**src/rtl/fft_seq_ctrl_if.sv**
```systemverilog
// Handshake/bus bundle between the FFT sequencing controller and the
// s_p, butterfly/regfile and p_s blocks plus the start/done interface.
// master = controller side, slave = surrounding datapath/top level.
interface fft_seq_ctrl_if #(
  parameter int LOG2N = 4
);
  localparam int SW = (LOG2N > 1) ? $clog2(LOG2N) : 1;

  logic             start;
  logic             in_valid;
  logic             in_ready;
  logic [LOG2N-1:0] in_addr;
  logic             bf_valid;
  logic             bf_ready;
  logic [LOG2N-1:0] addr_a;
  logic [LOG2N-1:0] addr_b;
  logic [LOG2N-2:0] tw_idx;
  logic [SW-1:0]    stage;
  logic             scale_shift;
  logic             out_valid;
  logic             out_ready;
  logic [LOG2N-1:0] out_addr;
  logic             busy;
  logic             done;

  modport master (
    input  start, in_valid, bf_ready, out_ready,
    output in_ready, in_addr, bf_valid, addr_a, addr_b, tw_idx, stage,
           scale_shift, out_valid, out_addr, busy, done
  );

  modport slave (
    output start, in_valid, bf_ready, out_ready,
    input  in_ready, in_addr, bf_valid, addr_a, addr_b, tw_idx, stage,
           scale_shift, out_valid, out_addr, busy, done
  );
endinterface

```
**src/rtl/fft_seq_ctrl.sv**
```systemverilog
// Sequencing controller for a radix-2 DIT FFT: LOAD (bit-reversed writes),
// COMPUTE (butterfly address/twiddle issue per stage), DRAIN (BF_LAT idle
// cycles between stages), UNLOAD (natural-order readout).
// Optional macro FFT_STAGE_SCALE_EN: when defined, scale_shift follows
// every butterfly issue (divide-by-2 each stage); otherwise tied low.
// All outputs come from registers; no ready input reaches a valid output
// combinationally.
module fft_seq_ctrl #(
  parameter int LOG2N  = 4,
  parameter int BF_LAT = 2
) (
  input  logic          clk,
  input  logic          rst_n,
  fft_seq_ctrl_if.master bus
);
  localparam int SW = (LOG2N > 1) ? $clog2(LOG2N) : 1;
  localparam int DW = (BF_LAT > 1) ? $clog2(BF_LAT) : 1;
  localparam int TW = LOG2N - 1;

  typedef enum logic [2:0] {IDLE, LOAD, COMPUTE, DRAIN, UNLOAD} state_t;

  state_t           state;
  logic [LOG2N-1:0] load_cnt;
  logic [TW-1:0]    k_cnt;
  logic [SW-1:0]    stg;
  logic [DW-1:0]    drn_cnt;
  logic [LOG2N-1:0] unload_cnt;

  logic             in_ready_q, bf_valid_q, out_valid_q, busy_q, done_q;
  logic [LOG2N-1:0] in_addr_q, addr_a_q, addr_b_q, out_addr_q;
  logic [TW-1:0]    tw_idx_q;

  function automatic logic [LOG2N-1:0] bitrev(input logic [LOG2N-1:0] x);
    logic [LOG2N-1:0] r;
    for (int i = 0; i < LOG2N; i++) r[i] = x[LOG2N-1-i];
    return r;
  endfunction

  // Upper operand: group base ((k >> s) << (s+1)) plus position in group.
  function automatic logic [LOG2N-1:0] op_a(input logic [TW-1:0] k,
                                            input logic [SW-1:0] s);
    logic [LOG2N-1:0] kx, pos, base;
    kx   = {1'b0, k};
    pos  = kx & ((LOG2N'(1) << s) - LOG2N'(1));
    base = (kx >> s) << (int'(s) + 1);
    return base + pos;
  endfunction

  function automatic logic [LOG2N-1:0] op_b(input logic [TW-1:0] k,
                                            input logic [SW-1:0] s);
    return op_a(k, s) + (LOG2N'(1) << s);
  endfunction

  // At the last stage the span mask wraps to all ones, which is exactly
  // the full-width k needed there.
  function automatic logic [TW-1:0] tw_of(input logic [TW-1:0] k,
                                          input logic [SW-1:0] s);
    logic [TW-1:0] pos;
    pos = k & ((TW'(1) << s) - TW'(1));
    return pos << (TW - int'(s));
  endfunction

  // Phase FSM, counters and all registered outputs.
  always_ff @(posedge clk or negedge rst_n) begin
    if (!rst_n) begin
      state       <= IDLE;
      load_cnt    <= '0;
      k_cnt       <= '0;
      stg         <= '0;
      drn_cnt     <= '0;
      unload_cnt  <= '0;
      in_ready_q  <= 1'b0;
      bf_valid_q  <= 1'b0;
      out_valid_q <= 1'b0;
      busy_q      <= 1'b0;
      done_q      <= 1'b0;
      in_addr_q   <= '0;
      addr_a_q    <= '0;
      addr_b_q    <= '0;
      tw_idx_q    <= '0;
      out_addr_q  <= '0;
    end else begin
      done_q <= 1'b0;
      case (state)
        IDLE: begin
          // done is high in the first IDLE cycle; a start there is dropped.
          if (bus.start && !done_q) begin
            state      <= LOAD;
            load_cnt   <= '0;
            in_addr_q  <= '0;
            in_ready_q <= 1'b1;
            busy_q     <= 1'b1;
          end
        end
        LOAD: begin
          if (bus.in_valid) begin
            if (&load_cnt) begin
              state      <= COMPUTE;
              load_cnt   <= '0;
              in_ready_q <= 1'b0;
              in_addr_q  <= '0;
              stg        <= '0;
              k_cnt      <= '0;
              bf_valid_q <= 1'b1;
              addr_a_q   <= op_a('0, '0);
              addr_b_q   <= op_b('0, '0);
              tw_idx_q   <= tw_of('0, '0);
            end else begin
              load_cnt  <= load_cnt + 1'b1;
              in_addr_q <= bitrev(load_cnt + 1'b1);
            end
          end
        end
        COMPUTE: begin
          if (bus.bf_ready) begin
            if (&k_cnt) begin
              state      <= DRAIN;
              k_cnt      <= '0;
              drn_cnt    <= '0;
              bf_valid_q <= 1'b0;
              addr_a_q   <= '0;
              addr_b_q   <= '0;
              tw_idx_q   <= '0;
            end else begin
              k_cnt    <= k_cnt + 1'b1;
              addr_a_q <= op_a(k_cnt + 1'b1, stg);
              addr_b_q <= op_b(k_cnt + 1'b1, stg);
              tw_idx_q <= tw_of(k_cnt + 1'b1, stg);
            end
          end
        end
        DRAIN: begin
          if (drn_cnt == DW'(BF_LAT - 1)) begin
            drn_cnt <= '0;
            if (stg == SW'(LOG2N - 1)) begin
              state       <= UNLOAD;
              stg         <= '0;
              unload_cnt  <= '0;
              out_addr_q  <= '0;
              out_valid_q <= 1'b1;
            end else begin
              state      <= COMPUTE;
              stg        <= stg + 1'b1;
              bf_valid_q <= 1'b1;
              addr_a_q   <= op_a('0, stg + 1'b1);
              addr_b_q   <= op_b('0, stg + 1'b1);
              tw_idx_q   <= tw_of('0, stg + 1'b1);
            end
          end else begin
            drn_cnt <= drn_cnt + 1'b1;
          end
        end
        UNLOAD: begin
          if (bus.out_ready) begin
            if (&unload_cnt) begin
              state       <= IDLE;
              unload_cnt  <= '0;
              out_addr_q  <= '0;
              out_valid_q <= 1'b0;
              busy_q      <= 1'b0;
              done_q      <= 1'b1;
            end else begin
              unload_cnt <= unload_cnt + 1'b1;
              out_addr_q <= unload_cnt + 1'b1;
            end
          end
        end
        default: state <= IDLE;
      endcase
    end
  end

  assign bus.in_ready  = in_ready_q;
  assign bus.in_addr   = in_addr_q;
  assign bus.bf_valid  = bf_valid_q;
  assign bus.addr_a    = addr_a_q;
  assign bus.addr_b    = addr_b_q;
  assign bus.tw_idx    = tw_idx_q;
  assign bus.stage     = stg;
  assign bus.out_valid = out_valid_q;
  assign bus.out_addr  = out_addr_q;
  assign bus.busy      = busy_q;
  assign bus.done      = done_q;

`ifdef FFT_STAGE_SCALE_EN
  assign bus.scale_shift = bf_valid_q;
`else
  assign bus.scale_shift = 1'b0;
`endif

endmodule

```
**src/flat_wrapper.sv**
```systemverilog
// flat-port wrapper written by rule: the top's interface ports become plain ports
module fft_seq_ctrl_flat 
#(
  parameter int LOG2N  = 4,
  parameter int BF_LAT = 2
)
  (clk, rst_n, bus_start, bus_in_valid, bus_bf_ready, bus_out_ready, bus_in_ready, bus_in_addr, bus_bf_valid, bus_addr_a, bus_addr_b, bus_tw_idx, bus_stage, bus_scale_shift, bus_out_valid, bus_out_addr, bus_busy, bus_done);
  fft_seq_ctrl_if #(.LOG2N(LOG2N)) bus_i ();
  input  logic clk;
  input  logic rst_n;
  input wire logic [$bits(bus_i.start)-1:0] bus_start;
  input wire logic [$bits(bus_i.in_valid)-1:0] bus_in_valid;
  input wire logic [$bits(bus_i.bf_ready)-1:0] bus_bf_ready;
  input wire logic [$bits(bus_i.out_ready)-1:0] bus_out_ready;
  output wire logic [$bits(bus_i.in_ready)-1:0] bus_in_ready;
  output wire logic [$bits(bus_i.in_addr)-1:0] bus_in_addr;
  output wire logic [$bits(bus_i.bf_valid)-1:0] bus_bf_valid;
  output wire logic [$bits(bus_i.addr_a)-1:0] bus_addr_a;
  output wire logic [$bits(bus_i.addr_b)-1:0] bus_addr_b;
  output wire logic [$bits(bus_i.tw_idx)-1:0] bus_tw_idx;
  output wire logic [$bits(bus_i.stage)-1:0] bus_stage;
  output wire logic [$bits(bus_i.scale_shift)-1:0] bus_scale_shift;
  output wire logic [$bits(bus_i.out_valid)-1:0] bus_out_valid;
  output wire logic [$bits(bus_i.out_addr)-1:0] bus_out_addr;
  output wire logic [$bits(bus_i.busy)-1:0] bus_busy;
  output wire logic [$bits(bus_i.done)-1:0] bus_done;
  assign bus_i.start = bus_start;
  assign bus_i.in_valid = bus_in_valid;
  assign bus_i.bf_ready = bus_bf_ready;
  assign bus_i.out_ready = bus_out_ready;
  assign bus_in_ready = bus_i.in_ready;
  assign bus_in_addr = bus_i.in_addr;
  assign bus_bf_valid = bus_i.bf_valid;
  assign bus_addr_a = bus_i.addr_a;
  assign bus_addr_b = bus_i.addr_b;
  assign bus_tw_idx = bus_i.tw_idx;
  assign bus_stage = bus_i.stage;
  assign bus_scale_shift = bus_i.scale_shift;
  assign bus_out_valid = bus_i.out_valid;
  assign bus_out_addr = bus_i.out_addr;
  assign bus_busy = bus_i.busy;
  assign bus_done = bus_i.done;
  fft_seq_ctrl #(.LOG2N(LOG2N), .BF_LAT(BF_LAT)) u_core (.clk(clk), .rst_n(rst_n), .bus(bus_i));
endmodule
```
**config.mk**
```make
export PLATFORM = sky130hd
export DESIGN_NAME = fft_seq_ctrl_flat
export DESIGN_NICKNAME = d
export VERILOG_FILES = /design/src/rtl/fft_seq_ctrl_if.sv /design/src/rtl/fft_seq_ctrl.sv /design/src/flat_wrapper.sv
export SDC_FILE = /design/constraint.sdc
export NUM_CORES = 1
export LEC_CHECK = 0
export ABC_AREA = 1
export CELL_PAD_IN_SITES_DETAIL_PLACEMENT = 0
export CELL_PAD_IN_SITES_GLOBAL_PLACEMENT = 1
export CORE_MARGIN = 5
export CORE_UTILIZATION = 43
export DETAILED_ROUTE_END_ITERATION = 12
export PLACE_DENSITY_LB_ADDON = 0.05
export SLEW_MARGIN = 20
export SYNTH_ARGS = -nofsm -noshare
export SYNTH_HDL_FRONTEND = slang
export SYNTH_SLANG_ARGS = --single-unit
```
**constraint.sdc**
```tcl
create_clock -name clk -period 4.7 [get_ports clk]
set_input_delay 0.94 -clock clk [delete_from_list [all_inputs] [get_ports clk]]
set_output_delay 0.94 -clock clk [all_outputs]
set_load 0.03 [all_outputs]
```
==> results.ini <==
[status]
status = finished clean

[die]
design.core.area_um2 = 4692
rows = 25
start_util_pct = 44.13
io_pins = 33
die_x_um = 79.40
die-area_um2 = 6304
die_h_um = 79.40

[logic_synthesis]
yosys.area.top_type = dfrtp_1
syn_nets = 281
ys_seq_area_share_pct = 39.88
synth_ff_type = dfrtp_1
synthArstFlopShare_pct = 100.0
synth_top_area_share_pct = 39.88
synth_cells = 257
synth_area_leaders = dfrtp_1 40%, nand2_1 10%, ha_1 9.7%
synth_area_um2 = 2071
ys_types = 39
syn_area_per_cell_um2 = 8.057
synth_edf_count = 0
yosysWarningCount = 0
synth-seq-cells = 33

[sta]
slew_viol_final = 0
rsz0062_at_grt = false
hold_violations = 0
fin_skew_ns = 0.006592
worst_pin_slew_ns = 0.5133
fmax_ghz = 0.2981
setup_viol = 0
period_share_pct = 71.37
slew-limit-headroom_pct = 65.68
period_minus_slack_ns = 3.354
timing.setup.tns_ns = 0

[setup_path]
critPathMaxFanout = 11
endpoint_kind = register
cpPeakStageDelay_ns = 0.56
crit_arrival_ns = 3.54
crit_chain = inv_1 > ha_1 > or2_2 > nand3_1 > inv_1 > fa_1 > xnor2_1 > inv_1 > ha_1 > a21oi_1 > nand2_1 > xor2_1 > inv_1 > nand3_1 > nand3_1 > nand2_1
worstPathBufferInverterCount = 4
path_class = register to register
critical_path.startpoint_type = register
r2r-end = u_core.bus.addr_b[3]$_DFFE_PN0P_
rrSetupSlack_ns = 1.35
crit_family = adder cells
startpoint = u_core.bus.stage[1]$_DFFE_PN0P_
crit_slowest_cell = dfrtp_1
cp_common_cell = inv_1
worstRegToRegCells = 16
rr_startpoint = u_core.bus.stage[1]$_DFFE_PN0P_
cp_data_required_time_ns = 4.89

[global_route]
first_global_vias = 1716
antenna_found_initial = 0
track_usage_pct = 16.91
grt_pass1_wl_mm = 8.300
grt_overflow = 0
grt_max_degree = 24

[power_and_ir_drop]
p_per_area_nw_per_um2 = 712.5
ir_drop_mv = 0.3431
power.leakage_nw = 1.258

[clock_tree]
cts_tree = done
root_buffer = clkbuf_8
post_cts_buffers = 0
clock_sinks = 33
clk_latency_ns = 0.29
ctsResizeCount = 0
clock_path_buffers = 2
postCtsHoldBufs = 0
htreeDepth = 2
clkSlewWorstSetupHoldPaths_ns = 0.07
cts_buffers = 5

[routing]
route.met2.wl_mm = 2.004
wl_met3_um = 258
wl_per_cell_um = 13.66
num_vias = 1804
via_per_inst = 5.169
top_layer = met4
wl_mm = 4.767
wl_met1_mm = 2.437
antenna_left = 0
dr.pass1.iters = 4
drt-initial-drc-count = 70
route.detailed.drc = 0

[worst_hold_path]
worstHoldStart = u_core.bus.addr_a[3]$_DFFE_PN0P_
hold_class = register to register
min_to = u_core.bus.addr_a[3]$_DFFE_PN0P_
holdPathStages = 2

[place]
port_buffers = 31
dp_hpwl_mm = 3.730
gp_congestion = 0.7799
dp.cells = 341

[final_layout]
fin_cells = 349
nNetsFinal = 318
diodes = 0
drive_gt1_share_pct = 7.119
area_growth_pct = 23.32

[flow_run]
maxCapViolCount = 0

final cells by class:
cell class,instances,area [um2]
Fill cell,460,2138
Tap cell,54,67.56
Multi-Input combinational cell,183,1080
Timing Repair Buffer,32,317.8
Inverter,39,146.4
Clock buffer,7,86.33
Clock inverter,1,30.03
Sequential cell,33,825.8
layer usage:
layer | track usage [%] | up-vias
met4 | 5.155 | 0
met2 | 25.25 | 47
met1 | 24.29 | 827
met3 | 3.837 | 7
met5 | 0 | -
li1 | - | 923
synthesized netlist by cell type, types with 2 or more instances:
master / instances
fa_1: 2
a22oi_1: 2
a21oi_1: 9
nor2_4: 2
o21ai_2: 2
a22o_1: 3
dfrtp_1: 33
o21ai_0: 17
inv_2: 3
nor2_1: 19
ha_1: 16
nand2_1: 56
nor3_1: 4
nand4_1: 2
xnor2_1: 2
inv_1: 36
o21ai_1: 6
nand3_1: 22
through the flow:
stage	cell area, um2	total power (W)	setup slack [ns]	hold WS (ns)	utilization (%)
2_1_floorplan	2071	0.001249	1.491	0.4554	-
3_3_place_gp	2437	0.001554	1.403	0.4636	51.95
3_5_place_dp	2437	0.001542	1.355	0.4685	51.95
4_1_cts	2554	0.001840	1.325	0.4870	54.43
5_1_grt	2554	0.001999	1.047	0.5225	54.43
6_report	2554	0.001819	1.346	0.4839	54.43
how the worst max path moves through the flow:
stage                     cells past startpoint                          endpoint
after floorplan                              16  u_core.bus.addr_b[3]$_DFFE_PN0P_
after global placement                       17  u_core.bus.addr_b[3]$_DFFE_PN0P_
after detailed placement                     16  u_core.bus.addr_b[3]$_DFFE_PN0P_
after CTS                                    16  u_core.bus.addr_b[3]$_DFFE_PN0P_
after global routing                         16  u_core.bus.addr_b[3]$_DFFE_PN0P_
final                                        16  u_core.bus.addr_b[3]$_DFFE_PN0P_
logic make-up (layout without fill, tap and decap cells):
group,after synthesis,count (layout),share of synthesized area [%]
xor+xnor,3,3,1.269
flops,33,33,39.88
fa+ha+maj,18,18,11.60
compound gates,48,48,14.08
other cells,1,1,0.1811
buf+inv,41,79,7.976
simple gates,113,113,25.02
sequential cells by signal (all words and copies together) (netlist names):
register,flops
u_core.bus.in_ready,1
u_core.state,3
u_core.bus.busy,1
u_core.bus.in_addr,3
u_core.k_cnt,3
u_core.bus.bf_valid,1
u_core.bus.addr_b,4
u_core.unload_cnt,4
u_core.bus.addr_a,4
u_core.bus.done,1
u_core.bus.out_valid,1
u_core.load_cnt,1
u_core.bus.tw_idx,3
u_core.bus.stage,2
u_core.drn_cnt,1
cells in the final DEF, fill, tap and decap left out, drive strengths merged, types with 2 or more instances in the layout:
| cell | synthesis | routed |
|---|---|---|
| inv | 39 | 39 |
| a22o | 3 | 3 |
| o21ai | 25 | 25 |
| dfrtp | 33 | 33 |
| a22oi | 2 | 2 |
| nand2 | 58 | 58 |
| fa | 2 | 2 |
| xnor2 | 2 | 2 |
| clkdlybuf4s50 | 0 | 31 |
| a21oi | 9 | 9 |
| nand3 | 22 | 22 |
| nand4 | 2 | 2 |
| nor3 | 6 | 6 |
| nor2 | 22 | 22 |
| ha | 16 | 16 |
| clkbuf | 0 | 7 |
worst min-delay path, stage by stage, from the launching register on:
cell and delay, ns:
dfrtp_1 0.34, nand2_1 0.06, nand2_1 0.05
power by group:
group	internal (W)	switching, W	leakage (nW)
Clock	0.000173	0.000112	0.0585
Combinational	0.000400	0.000684	0.774
Sequential	0.000366	0.0000849	0.426
Power figures use the tool's default switching activity.
